## config.mk

```make
export PLATFORM = sky130hd
export DESIGN_NAME = mem_port_arbiter
export DESIGN_NICKNAME = d
export VERILOG_FILES = /design/src/rtl/mem_port_arbiter_pkg.sv /design/src/rtl/mem_port_arbiter_starve_ctr.sv /design/src/rtl/mem_port_arbiter.sv
export SDC_FILE = /design/constraint.sdc
export NUM_CORES = 1
export LEC_CHECK = 0
export ABC_CLOCK_PERIOD_IN_PS = 4900
export BUFFER_PORTS_ARGS = -buffer_cell sky130_fd_sc_hd__buf_4
export CORE_ASPECT_RATIO = 2
export CORE_MARGIN = 4
export CORE_UTILIZATION = 47
export DETAILED_ROUTE_END_ITERATION = 12
export GPL_TIMING_DRIVEN = 1
export PLACE_DENSITY_LB_ADDON = 0.05
export SLEW_MARGIN = 20
export SYNTH_ARGS = -nofsm -noshare
export SYNTH_HDL_FRONTEND = slang
export SYNTH_SLANG_ARGS = --single-unit
```

## constraint.sdc

```tcl
create_clock -name clk -period 4.9 [get_ports clk]
set_input_delay 0.735 -clock clk [delete_from_list [all_inputs] [get_ports clk]]
set_output_delay 0.735 -clock clk [all_outputs]
set_load 0.005 [all_outputs]
```

## src/rtl/mem_port_arbiter_pkg.sv

```systemverilog
// Memory-map constants and the owner tag shared by the BRAM/IO port arbiter.
// RAM sits at the bottom of core space; the four I/O registers sit at IO_BASE.
package mem_map_pkg;

  localparam int          RAM_AW   = 15;
  localparam logic [23:0] IO_BASE  = 24'hFF0000;

  localparam logic [1:0]  IO_BTN   = 2'd0;
  localparam logic [1:0]  IO_X     = 2'd1;
  localparam logic [1:0]  IO_Y     = 2'd2;
  localparam logic [1:0]  IO_COLOR = 2'd3;

  typedef enum logic [1:0] {
    OWN_NONE,
    OWN_VGA,
    OWN_CORE_RAM,
    OWN_CORE_IO
  } owner_t;

endpackage

```

## src/rtl/mem_port_arbiter_starve_ctr.sv

```systemverilog
// Counts consecutive cycles a pending core RAM access loses to VGA and
// forces a core slot once the count reaches STARVE_LIMIT.
module mem_arb_starve_ctr #(
  parameter int STARVE_LIMIT = 8
) (
  input  logic clk,
  input  logic rst_n,
  input  logic coreReq,
  input  logic coreRamReq,
  input  logic coreGnt,
  output logic forceCore
);

  logic [7:0] starveCnt;

  // Only force while a RAM access is actually pending.
  assign forceCore = coreRamReq && (starveCnt == 8'(STARVE_LIMIT));

  always_ff @(posedge clk or negedge rst_n) begin
    if (!rst_n) begin
      starveCnt <= 8'd0;
    end else if (!coreReq || coreGnt) begin
      starveCnt <= 8'd0;
    end else if (coreRamReq && (starveCnt != 8'hFF)) begin
      starveCnt <= starveCnt + 8'd1;
    end
  end

endmodule

```

## src/rtl/mem_port_arbiter.sv

```systemverilog
// Per-cycle arbiter for the single-port frame BRAM (VGA priority, core
// starvation guard) plus decode of the core-side I/O register window.
module mem_port_arbiter #(
  parameter int          RAM_AW       = mem_map_pkg::RAM_AW,
  parameter int          STARVE_LIMIT = 8,
  parameter logic [23:0] IO_BASE      = mem_map_pkg::IO_BASE
) (
  input  logic              clk,
  input  logic              rst_n,
  input  logic              vga_req,
  input  logic [RAM_AW-1:0] vga_addr,
  output logic [15:0]       vga_rdata,
  output logic              vga_rvalid,
  output logic              vga_miss,
  input  logic              core_req,
  input  logic              core_we,
  input  logic [23:0]       core_addr,
  input  logic [15:0]       core_wdata,
  output logic              core_gnt,
  output logic [15:0]       core_rdata,
  output logic              core_rvalid,
  input  logic [15:0]       io_btn,
  input  logic [15:0]       io_x,
  input  logic [15:0]       io_y,
  input  logic [15:0]       io_color,
  output logic              acc_read_pulse,
  output logic              ram_en,
  output logic              ram_we,
  output logic [RAM_AW-1:0] ram_addr,
  output logic [15:0]       ram_wdata,
  input  logic [15:0]       ram_rdata
);

  import mem_map_pkg::*;

  logic        isRam;
  logic        isIo;
  logic [23:0] ioOff;
  logic        forceCore;
  logic        vgaWins;
  logic        coreRamGnt;
  logic        coreIoRd;
  logic [15:0] ioMux;

  owner_t      ramOwner;
  owner_t      ioOwner;
  logic        accPend;
  logic [15:0] ioData;
  logic [15:0] vgaHold;
  logic [15:0] coreHold;

  assign isRam = (core_addr >> RAM_AW) == 24'd0;
  // Wrap-around subtract: addresses below IO_BASE land far above 3.
  assign ioOff = core_addr - IO_BASE;
  assign isIo  = ioOff < 24'd4;

  assign vgaWins    = vga_req && !forceCore;
  assign coreRamGnt = core_req && isRam && !vgaWins;
  assign core_gnt   = core_req && (!isRam || !vgaWins);
  assign coreIoRd   = core_req && !core_we && !isRam;
  assign vga_miss   = vga_req && forceCore;

  assign ram_en    = vgaWins || coreRamGnt;
  assign ram_we    = coreRamGnt && core_we;
  assign ram_addr  = vgaWins ? vga_addr : (coreRamGnt ? core_addr[RAM_AW-1:0] : '0);
  assign ram_wdata = ram_we ? core_wdata : 16'h0000;

  always_comb begin
    ioMux = 16'h0000;
    case (ioOff[1:0])
      IO_BTN:   ioMux = io_btn;
      IO_X:     ioMux = io_x;
      IO_Y:     ioMux = io_y;
      IO_COLOR: ioMux = io_color;
      default:  ioMux = 16'h0000;
    endcase
  end

  mem_arb_starve_ctr #(.STARVE_LIMIT(STARVE_LIMIT)) uStarve (
    .clk        (clk),
    .rst_n      (rst_n),
    .coreReq    (core_req),
    .coreRamReq (core_req && isRam),
    .coreGnt    (core_gnt),
    .forceCore  (forceCore)
  );

  // VGA and a core I/O read can complete in the same cycle, so the RAM
  // owner and the I/O read are tracked separately.
  always_ff @(posedge clk or negedge rst_n) begin
    if (!rst_n) begin
      ramOwner <= OWN_NONE;
      ioOwner  <= OWN_NONE;
      accPend  <= 1'b0;
      ioData   <= 16'h0000;
      vgaHold  <= 16'h0000;
      coreHold <= 16'h0000;
    end else begin
      if (ramOwner == OWN_VGA) vgaHold <= ram_rdata;
      if (ramOwner == OWN_CORE_RAM)     coreHold <= ram_rdata;
      else if (ioOwner == OWN_CORE_IO)  coreHold <= ioData;

      if (vgaWins)                      ramOwner <= OWN_VGA;
      else if (coreRamGnt && !core_we)  ramOwner <= OWN_CORE_RAM;
      else                              ramOwner <= OWN_NONE;

      ioOwner <= coreIoRd ? OWN_CORE_IO : OWN_NONE;
      accPend <= coreIoRd && isIo && (ioOff[1:0] == IO_COLOR);
      if (coreIoRd) ioData <= isIo ? ioMux : 16'h0000;
    end
  end

  assign vga_rvalid     = (ramOwner == OWN_VGA);
  assign vga_rdata      = vga_rvalid ? ram_rdata : vgaHold;
  assign core_rvalid    = (ramOwner == OWN_CORE_RAM) || (ioOwner == OWN_CORE_IO);
  assign core_rdata     = (ramOwner == OWN_CORE_RAM) ? ram_rdata :
                          (ioOwner == OWN_CORE_IO)   ? ioData : coreHold;
  assign acc_read_pulse = accPend;

endmodule

```

==> impl_metrics.ini, run 1 <==
[floorplan]
rows = 43
core-area_sq_mm = 0.00699
top_level_ports = 210
dieWidth_microns = 68.0
die_y_microns = 128
die-area_sq_mm = 0.00871
floorplan.initialDensity_pct = 48.4

[finish]
n_fill_cell = 538
finalInstanceArea_sq_mm = 0.00526
final_nets = 652
final_core_util_pct = 75.2
drive_gt1_share_pct = 52.4
n_antenna_cell = 0
instances_no_fill = 603
areaGrowthSynthToFinish_pct = 55.5

[grt]
grt_usage_pct = 25.7
grt_pass1_wl_mm = 16.8
overflow = 0
grt_antenna_before_repair = 0
grt_pass1_vias = 3552
grt_max_degree = 61

[synth]
synth_commonest_cells = 60 x dfrtp_1, 38 x nand2_1, 33 x o21ai_0
synth_area_leader_cell = dfrtp_1
synthArstFlopShare_pct = 100
synth_cell_types = 40
ys.flop_type = dfrtp_1
synth_most_common_cell = dfrtp_1
ys_seq_elements = 60
synth_top_area_share_pct = 44.4
synth_edf_count = 0
syn-num-nets = 451
synthesis.instances = 309
synthesis.area_sq_mm = 0.00338
seq_area_frac_synth_pct = 44.4
synthTopCellsByArea = dfrtp_1 44%, mux4_2 11%, mux2_2 5.3%
yosys_warnings = 0
syn_avg_cell_area_sq_um = 11.0

[sta]
finalSetupViolations = 0
finalCritPeriodShare_pct = 73.2
hold_viol = 0
grt_setup_unrepaired = no
finalMaxSlewViolations = 0
fmax_mhz = 279
worstMarginPinSlew_ns = 0.960
finalClockSkew_ns = 0.00291
min_period_ns = 3.59
relSlewSlack_pct = 35.7
finalSetupTns_ns = 0

[placement]
place_area_sq_mm = 0.00496
gp_congestion = 0.858
dp_cells = 589
io_buffers = 209
hpwl_mm = 8.89

[clock_tree]
cts_max_path_buffers = 2
cts_buffers = 9
clk_pin_slew_worst_paths_ns = 0.05
root_buffer = clkbuf_16
tritoncts = done
cts_hold_buf = 0
cts_setup_buffers = 0
clkSinkCount = 60
cts_max_level = 3
post_cts_resized = 0
clk_latency_ns = 0.32

[setup_path]
critPathMaxStageDelay_ns = 0.66
cp_common_cell = buf_4
critical_path_arrival_ns = 2.85
endpoint_kind = primary output
cp.buffers_inverters = 2
cp_cell_sequence = buf_4, or4_4, nor4_4, a21boi_4, a22o_1, buf_4
crit_fanout = 33
cp_data_required_time_ns = 4.16
slowest_stage = a21boi_4
startpoint_type = input port
crit_type = input port to primary output
crit_family = compound AO/OA/AOI/OAI gates

[detailed_routing]
postRouteAntennaNets = 0
drtPass1Iterations = 4
drt_iter0_markers = 213
routed_via_density = 5.39
wl_mm = 10.8
routedWlPerCell_microns = 18.0
num_vias = 3249
drc = 0

[pwr]
p_leak_nw = 2.63
vdd_ir_drop_max_mv = 0.234
p_per_area_mw_per_mm2 = 256

[status]
status = complete, no violations

[worst_hold_path]
hold_class = input port to asynchronous set/reset pin

[job]
max_cap_viol_count = 0
## cells in the final DEF, fill, tap and decap left out, types with 7 or more instances in the layout
cell type,Yosys,routed
a22o_1,15,15
and3_1,14,14
buf_4,0,210
clkbuf_16,0,9
dfrtp_1,60,60
inv_1,20,20
mux2_2,16,16
mux2i_1,17,17
mux4_2,16,16
nand2_1,38,38
nor2_1,7,7
nor3_1,7,7
o21ai_0,33,33
## power by group
part	total (W)	leakage [nW]	internal [W]	switching (W)
Clock	0.000609	0.145	0.000413	0.000196
Combinational	0.000220	1.69	0.000141	0.0000793
Sequential	0.000518	0.799	0.000511	0.00000706
Total	0.00135	2.63	0.00107	0.000282
## cell type report
cell class / count / area (sq um) / share of cell area (%)
Clock buffer: 12 / 256 / 4.88
Timing Repair Buffer: 210 / 1580 / 30.0
Sequential cell: 60 / 1500 / 28.5
Inverter: 20 / 75.1 / 1.43
Clock inverter: 2 / 35.0 / 0.666
Tap cell: 90 / 113 / 2.14
Multi-Input combinational cell: 209 / 1700 / 32.4
## layer usage
metal / GRT usage (%) / vias up / part of all wire, %
li1: - / 1525 / -
met1: 29.0 / 1555 / 35
met2: 44.7 / 140 / 56
met3: 5.70 / 29 / 6.3
met4: 11.1 / 0 / 3.2
met5: 0 / - / 0
## state kept, by name, summed over array words and instances (netlist names)
register,count
coreHold,16
acc_read_pulse,1
ioOwner,1
ioData,16
uStarve.starveCnt,8
ramOwner,2
vgaHold,16
## worst paths after layout
check	from	endpoint	slack, ns	depth (start not counted)
max in group asynchronous	rst_n	vgaHold[11]	3.93	1
min in group clk	ioData[0]	ioData[0]	0.49	2
worst max register to register	uStarve.starveCnt[5]	ramOwner[1]	2.91	4
worst min-delay path	rst_n	vgaHold[5]	0.47	1
worst max-delay path	core_addr[17]	ram_addr[4]	1.31	6
worst min register to register	ioData[0]	ioData[0]	0.49	2
## through the flow
stage / total power [W] / worst slack (ns) / hold WS [ns]
2_1_floorplan: 0.000600 / 1.96 / 0.439
3_3_place_gp: 0.000743 / 1.38 / 0.466
3_5_place_dp: 0.000748 / 1.33 / 0.473
4_1_cts: 0.00136 / 1.32 / 0.487
5_1_grt: 0.00140 / 1.18 / 0.510
6_report: 0.00135 / 1.31 / 0.473
## logic make-up after synthesis
kind of cell	Yosys count	synth area share, %
XOR/XNOR	2	0.518
AND/OR/NAND/NOR	100	16.5
adder cells (fa/ha/maj)	2	0.739
AO/OA/AOI/OAI	56	11.3
flip-flops	60	44.4
multiplexers	49	21.0
buffers and inverters	40	5.51
Note: power is estimated with default switching activity, not from simulation.
==> run 2: changes to the inputs <==
--- a/config.mk
+++ b/config.mk
@@ -5,11 +5,11 @@
 export SDC_FILE = /design/constraint.sdc
 export NUM_CORES = 1
 export LEC_CHECK = 0
-export ABC_CLOCK_PERIOD_IN_PS = 4900
+export ABC_CLOCK_PERIOD_IN_PS = 2980
 export BUFFER_PORTS_ARGS = -buffer_cell sky130_fd_sc_hd__buf_4
 export CORE_ASPECT_RATIO = 2
 export CORE_MARGIN = 4
-export CORE_UTILIZATION = 47
+export CORE_UTILIZATION = 39
 export DETAILED_ROUTE_END_ITERATION = 12
 export GPL_TIMING_DRIVEN = 1
 export PLACE_DENSITY_LB_ADDON = 0.05
==> constraint.sdc (replaced) <==
create_clock -name clk -period 2.98 [get_ports clk]
set_input_delay 0.447 -clock clk [delete_from_list [all_inputs] [get_ports clk]]
set_output_delay 0.447 -clock clk [all_outputs]
set_load 0.005 [all_outputs]
==> run 2 against run 1 <==
  * Sequential share of layout area decreased by 0.23 points
  * Sequential power increased by 64%
  * First-iteration DRC count decreased by 38%
  * Cell count increased by 1.8%
  * Clock skew increased by 0.0053 ns
  * Highest routed layer unchanged
  * Total power increased by 64%
  * Design area increased by 0.81%
  * Clock-buffer cell count unchanged
  * Non-clock buffer count increased by 3
  * Wire length increased by 0.13%
==> impl_metrics.ini, run 2 (synthesis gave the netlist of run 1 again) <==
[status]
status = complete, no violations

[setup_path]
endpoint_kind = primary output
slowest_stage = or4_4
crit_type = input port to primary output
startpoint = core_addr[17]
reg2reg_to = uStarve.starveCnt[5]
cp_common_cell = buf_4
crit_end = ram_wdata[11]
critPathMaxStageDelay_ns = 0.59
reg2reg_depth = 4
critical_path_arrival_ns = 2.26
cp_data_required_time_ns = 2.53
startpoint_type = input port
r2r_start = uStarve.starveCnt[5]
regToRegSetupSlack_ns = 1.27
crit_fanout = 32
cp_cell_sequence = buf_4, or4_4, nor4_4, a21boi_4, buf_12, and3_1, buf_4

[sta]
worstMarginPinSlew_ns = 0.853
hold_viol = 0
finalSetupTns_ns = 0
min_period_ns = 2.70
finalSetupViolations = 0
finalMaxSlewViolations = 0
fin_ws_ns = 0.277
fmax_mhz = 370
grt_setup_unrepaired = no
hold_ws_ns = 0.192
finalCritPeriodShare_pct = 90.7
finalClockSkew_ns = 0.00824
relSlewSlack_pct = 43.1

[clock_tree]
clkSinkCount = 60
cts_max_path_buffers = 2
clk_pin_slew_worst_paths_ns = 0.05
cts_setup_buffers = 0
tritoncts = done
root_buffer = clkbuf_16
post_cts_resized = 0
cts_hold_buf = 0
clk_latency_ns = 0.32
cts_max_level = 3
cts_buffers = 9

[placement]
place_area_sq_mm = 0.00501
hpwl_mm = 9.18
pre_cts_ws_ns = 0.275
io_buffers = 209
gp_congestion = 0.878

[finish]
reg_top3 = coreHold (16), ioData (16), vgaHold (16)
multi_input_area_sq_mm = 0.00170
n_antenna_cell = 0
final_nets = 655
final_common_cell = buf_4
drive_gt1_share_pct = 52.9
finalInstanceArea_sq_mm = 0.00530
n_fill_cell = 734
final_cell_mix = 212 x buf_4, 60 x dfrtp_1, 38 x nand2_1
register_area_sq_mm = 0.00150
areaGrowthSynthToFinish_pct = 56.7

[detailed_routing]
wl_mm = 10.9
drc = 0
postRouteAntennaNets = 0
drt_iter0_markers = 133
num_vias = 3229
routedWlPerCell_microns = 17.7
routed_via_density = 5.26
drtPass1Iterations = 4

[grt]
grt_max_degree = 61
overflow = 0
grt_util_met3_pct = 4.40
grtUsageMet2_pct = 39.7
gr-max-usage-layer = met2
grt_pass1_wl_mm = 17.3
grt_pass1_vias = 3486
grt_antenna_before_repair = 0
grt_usage_pct = 21.7
use_met1_pct = 24.3

[pwr]
vdd_ir_drop_max_mv = 0.267
power_w = 0.00221
p_per_area_mw_per_mm2 = 417
p_leak_nw = 2.65

[worst_hold_path]
hold_class = input port to asynchronous set/reset pin

[floorplan]
die-area_sq_mm = 0.0103
core-area_sq_mm = 0.00835
die_y_microns = 140
rows = 47
top_level_ports = 210
dieWidth_microns = 73.9
floorplan.initialDensity_pct = 40.5

[job]
max_cap_viol_count = 0
run 2: cell types whose count changed in the layout (fill, tap and decap cells not counted), sizes merged:
cell	before	now
buf	210	213
run 2: layout make-up:
class                   instances  share of cell area [%]
clock inverters                 2                   0.661
well taps                      98                    2.31
clock buffers                  12                    4.84
multi-input cells             209                    32.1
repair buffers                213                    30.4
inverters                      20                    1.42
flip-flops and latches         60                    28.3
run 2: how the worst min path moves through the flow:
stage,endpoint,slack [ns],depth (start not counted)
detailed placement,ioData[4],0.47,2
floorplan,acc_read_pulse,0.15,0
finish,vgaHold[3],0.19,1
global route,vgaHold[3],0.26,1
CTS,vgaHold[3],0.22,1
global placement,ioData[0],0.47,2
run 2: report_power, final:
| part | internal, W | leakage, nW | switching (W) |
|---|---|---|---|
| Combinational | 0.000233 | 1.71 | 0.000128 |
| Clock | 0.000680 | 0.145 | 0.000322 |
| Sequential | 0.000839 | 0.799 | 0.0000111 |
run 2: stage by stage:
| stage | instances | util [%] |
|---|---|---|
| after floorplan | 309 | - |
| after global placement | 600 | 60.0 |
| after detailed placement | 600 | 60.0 |
| after CTS | 614 | 63.5 |
| after global routing | 614 | 63.5 |
| final | 614 | 63.5 |
run 2: per-layer routing:
layer	vias up	part of all wire, %	wire [microns]
li1	1529	-	-
met1	1562	35	3810
met2	127	57	6210
met3	11	6.3	681
met4	0	1.4	156
met5	-	0	0
run 2: worst max-delay path: cells and delay by family:
kind / cells / cell delay, ns
buffers and inverters: 3 / 0.41
AND/OR/NAND/NOR: 3 / 1.12
AO/OA/AOI/OAI: 1 / 0.27
==> run 3: changes to the inputs <==
--- a/config.mk
+++ b/config.mk
@@ -10,6 +10,7 @@
 export CORE_ASPECT_RATIO = 2
 export CORE_MARGIN = 4
 export CORE_UTILIZATION = 39
+export CTS_BUF_LIST = sky130_fd_sc_hd__clkbuf_16
 export DETAILED_ROUTE_END_ITERATION = 12
 export GPL_TIMING_DRIVEN = 1
 export PLACE_DENSITY_LB_ADDON = 0.05
==> run 3 against run 2 <==
  * Non-clock buffer count unchanged
  * Largest power group unchanged
  * Largest cell class unchanged
  * Critical path type unchanged
  * Highest routed layer unchanged
  * Design area down 0.38%
  * Wire length down 0.45%
  * Sequential cell count unchanged
  * Via count up 0.40%
==> impl_metrics.ini, run 3 (synthesis gave the netlist of run 1 again) <==
[finish]
final_common_cell = buf_4
instances_no_fill = 614
final_nets = 655
reg_top3 = coreHold (16), ioData (16), vgaHold (16)
drive_gt1_share_pct = 52.5
final_cell_mix = 212 x buf_4, 60 x dfrtp_1, 38 x nand2_1
areaGrowthSynthToFinish_pct = 56.1
final_core_util_pct = 63.3
n_antenna_cell = 0

[pwr]
power_w = 0.00216
vdd_ir_drop_max_mv = 0.372
p_per_area_mw_per_mm2 = 408
p_leak_nw = 2.65

[setup_path]
cp_data_required_time_ns = 2.53
r2r_start = uStarve.starveCnt[5]
reg2reg_depth = 4
regToRegSetupSlack_ns = 1.28
crit_type = input port to primary output
reg2reg_to = uStarve.starveCnt[5]
critical_path_arrival_ns = 2.26
endpoint_kind = primary output
crit_fanout = 32
startpoint_type = input port

[clock_tree]
clkSinkCount = 60
cts_buffers = 9
clk_pin_slew_worst_paths_ns = 0.05
tritoncts = done
clk_latency_ns = 0.32
cts_setup_buffers = 0
cts_hold_buf = 0
cts_max_level = 3
post_cts_resized = 0
cts_max_path_buffers = 2
root_buffer = clkbuf_16

[floorplan]
rows = 47
top_level_ports = 210
die_y_microns = 140
die-area_sq_mm = 0.0103
floorplan.initialDensity_pct = 40.5
core-area_sq_mm = 0.00835
dieWidth_microns = 73.9

[detailed_routing]
drtPass1Iterations = 4
routed_via_density = 5.28
num_vias = 3242
wl_mm = 10.8
drc = 0
drt_iter0_markers = 138
postRouteAntennaNets = 0
routedWlPerCell_microns = 17.6

[sta]
fmax_mhz = 370
min_period_ns = 2.71
finalSetupViolations = 0
finalClockSkew_ns = 0.00653
finalCritPeriodShare_pct = 90.8
finalMaxSlewViolations = 0
finalSetupTns_ns = 0
hold_ws_ns = 0.187
worstMarginPinSlew_ns = 0.852
hold_viol = 0
grt_setup_unrepaired = no
relSlewSlack_pct = 43.2

[placement]
dp_cells = 600
hpwl_mm = 9.18
gp_congestion = 0.878
io_buffers = 209

[grt]
grt_usage_pct = 21.5
grt_pass1_wl_mm = 17.2
grt_max_degree = 61
overflow = 0
grt_pass1_vias = 3477
grt_antenna_before_repair = 0

[worst_hold_path]
hold_class = input port to asynchronous set/reset pin

[job]
max_cap_viol_count = 0

[status]
status = complete, no violations
[run 3: cell count changes in the layout (fill, tap and decap cells not counted)]
cell      change
clkinv_1      +2
clkbuf_1      -1
inv_1         +1
clkbuf_8      -2
[run 3: through the flow]
step	setup slack [ns]	area [sq um]
final	0.274	5280
after global routing	0.164	5280
after CTS	0.268	5280
after detailed placement	0.275	5010
after global placement	0.318	5010
after floorplan	0.614	3380
[run 3: critical path: stages]
cell	delay, ns
buf_4	0.11
or4_4	0.59
nor4_4	0.35
a21boi_4	0.27
buf_12	0.19
and3_1	0.18
buf_4	0.11
[run 3: worst max path at each step]
stage                        startpoint  depth (start not counted)            end  slack [ns]
after global placement    core_addr[17]                          7   ram_wdata[1]        0.32
after floorplan           core_addr[17]                          5  ram_wdata[12]        0.61
final                     core_addr[17]                          7  ram_wdata[11]        0.27
after CTS                 core_addr[17]                          7  ram_wdata[15]        0.27
after global routing      core_addr[17]                          7  ram_wdata[15]        0.16
after detailed placement  core_addr[17]                          7  ram_wdata[15]        0.27
[run 3: area by class of cell]
class	count	area [sq um]
flip-flops and latches	60	1500
clock inverters	5	46.3
fillers	743	3070
repair buffers	213	1610
inverters	20	75.1
clock buffers	9	225
multi-input cells	209	1700
well taps	98	123
[run 3: power by group]
| part | switching (W) | leakage [nW] | internal (W) | total [W] |
|---|---|---|---|---|
| logic | 0.000128 | 1.71 | 0.000233 | 0.000360 |
| registers | 0.0000111 | 0.799 | 0.000839 | 0.000851 |
| clock network | 0.000321 | 0.137 | 0.000624 | 0.000945 |
| total | 0.000460 | 2.65 | 0.00170 | 0.00216 |
[run 3: routing by layer]
metal	share of wire (%)	GRT usage, %
met3	6.4	4.40
met4	1.7	5.83
met1	35	24.3
met2	57	39.5
met5	0	0
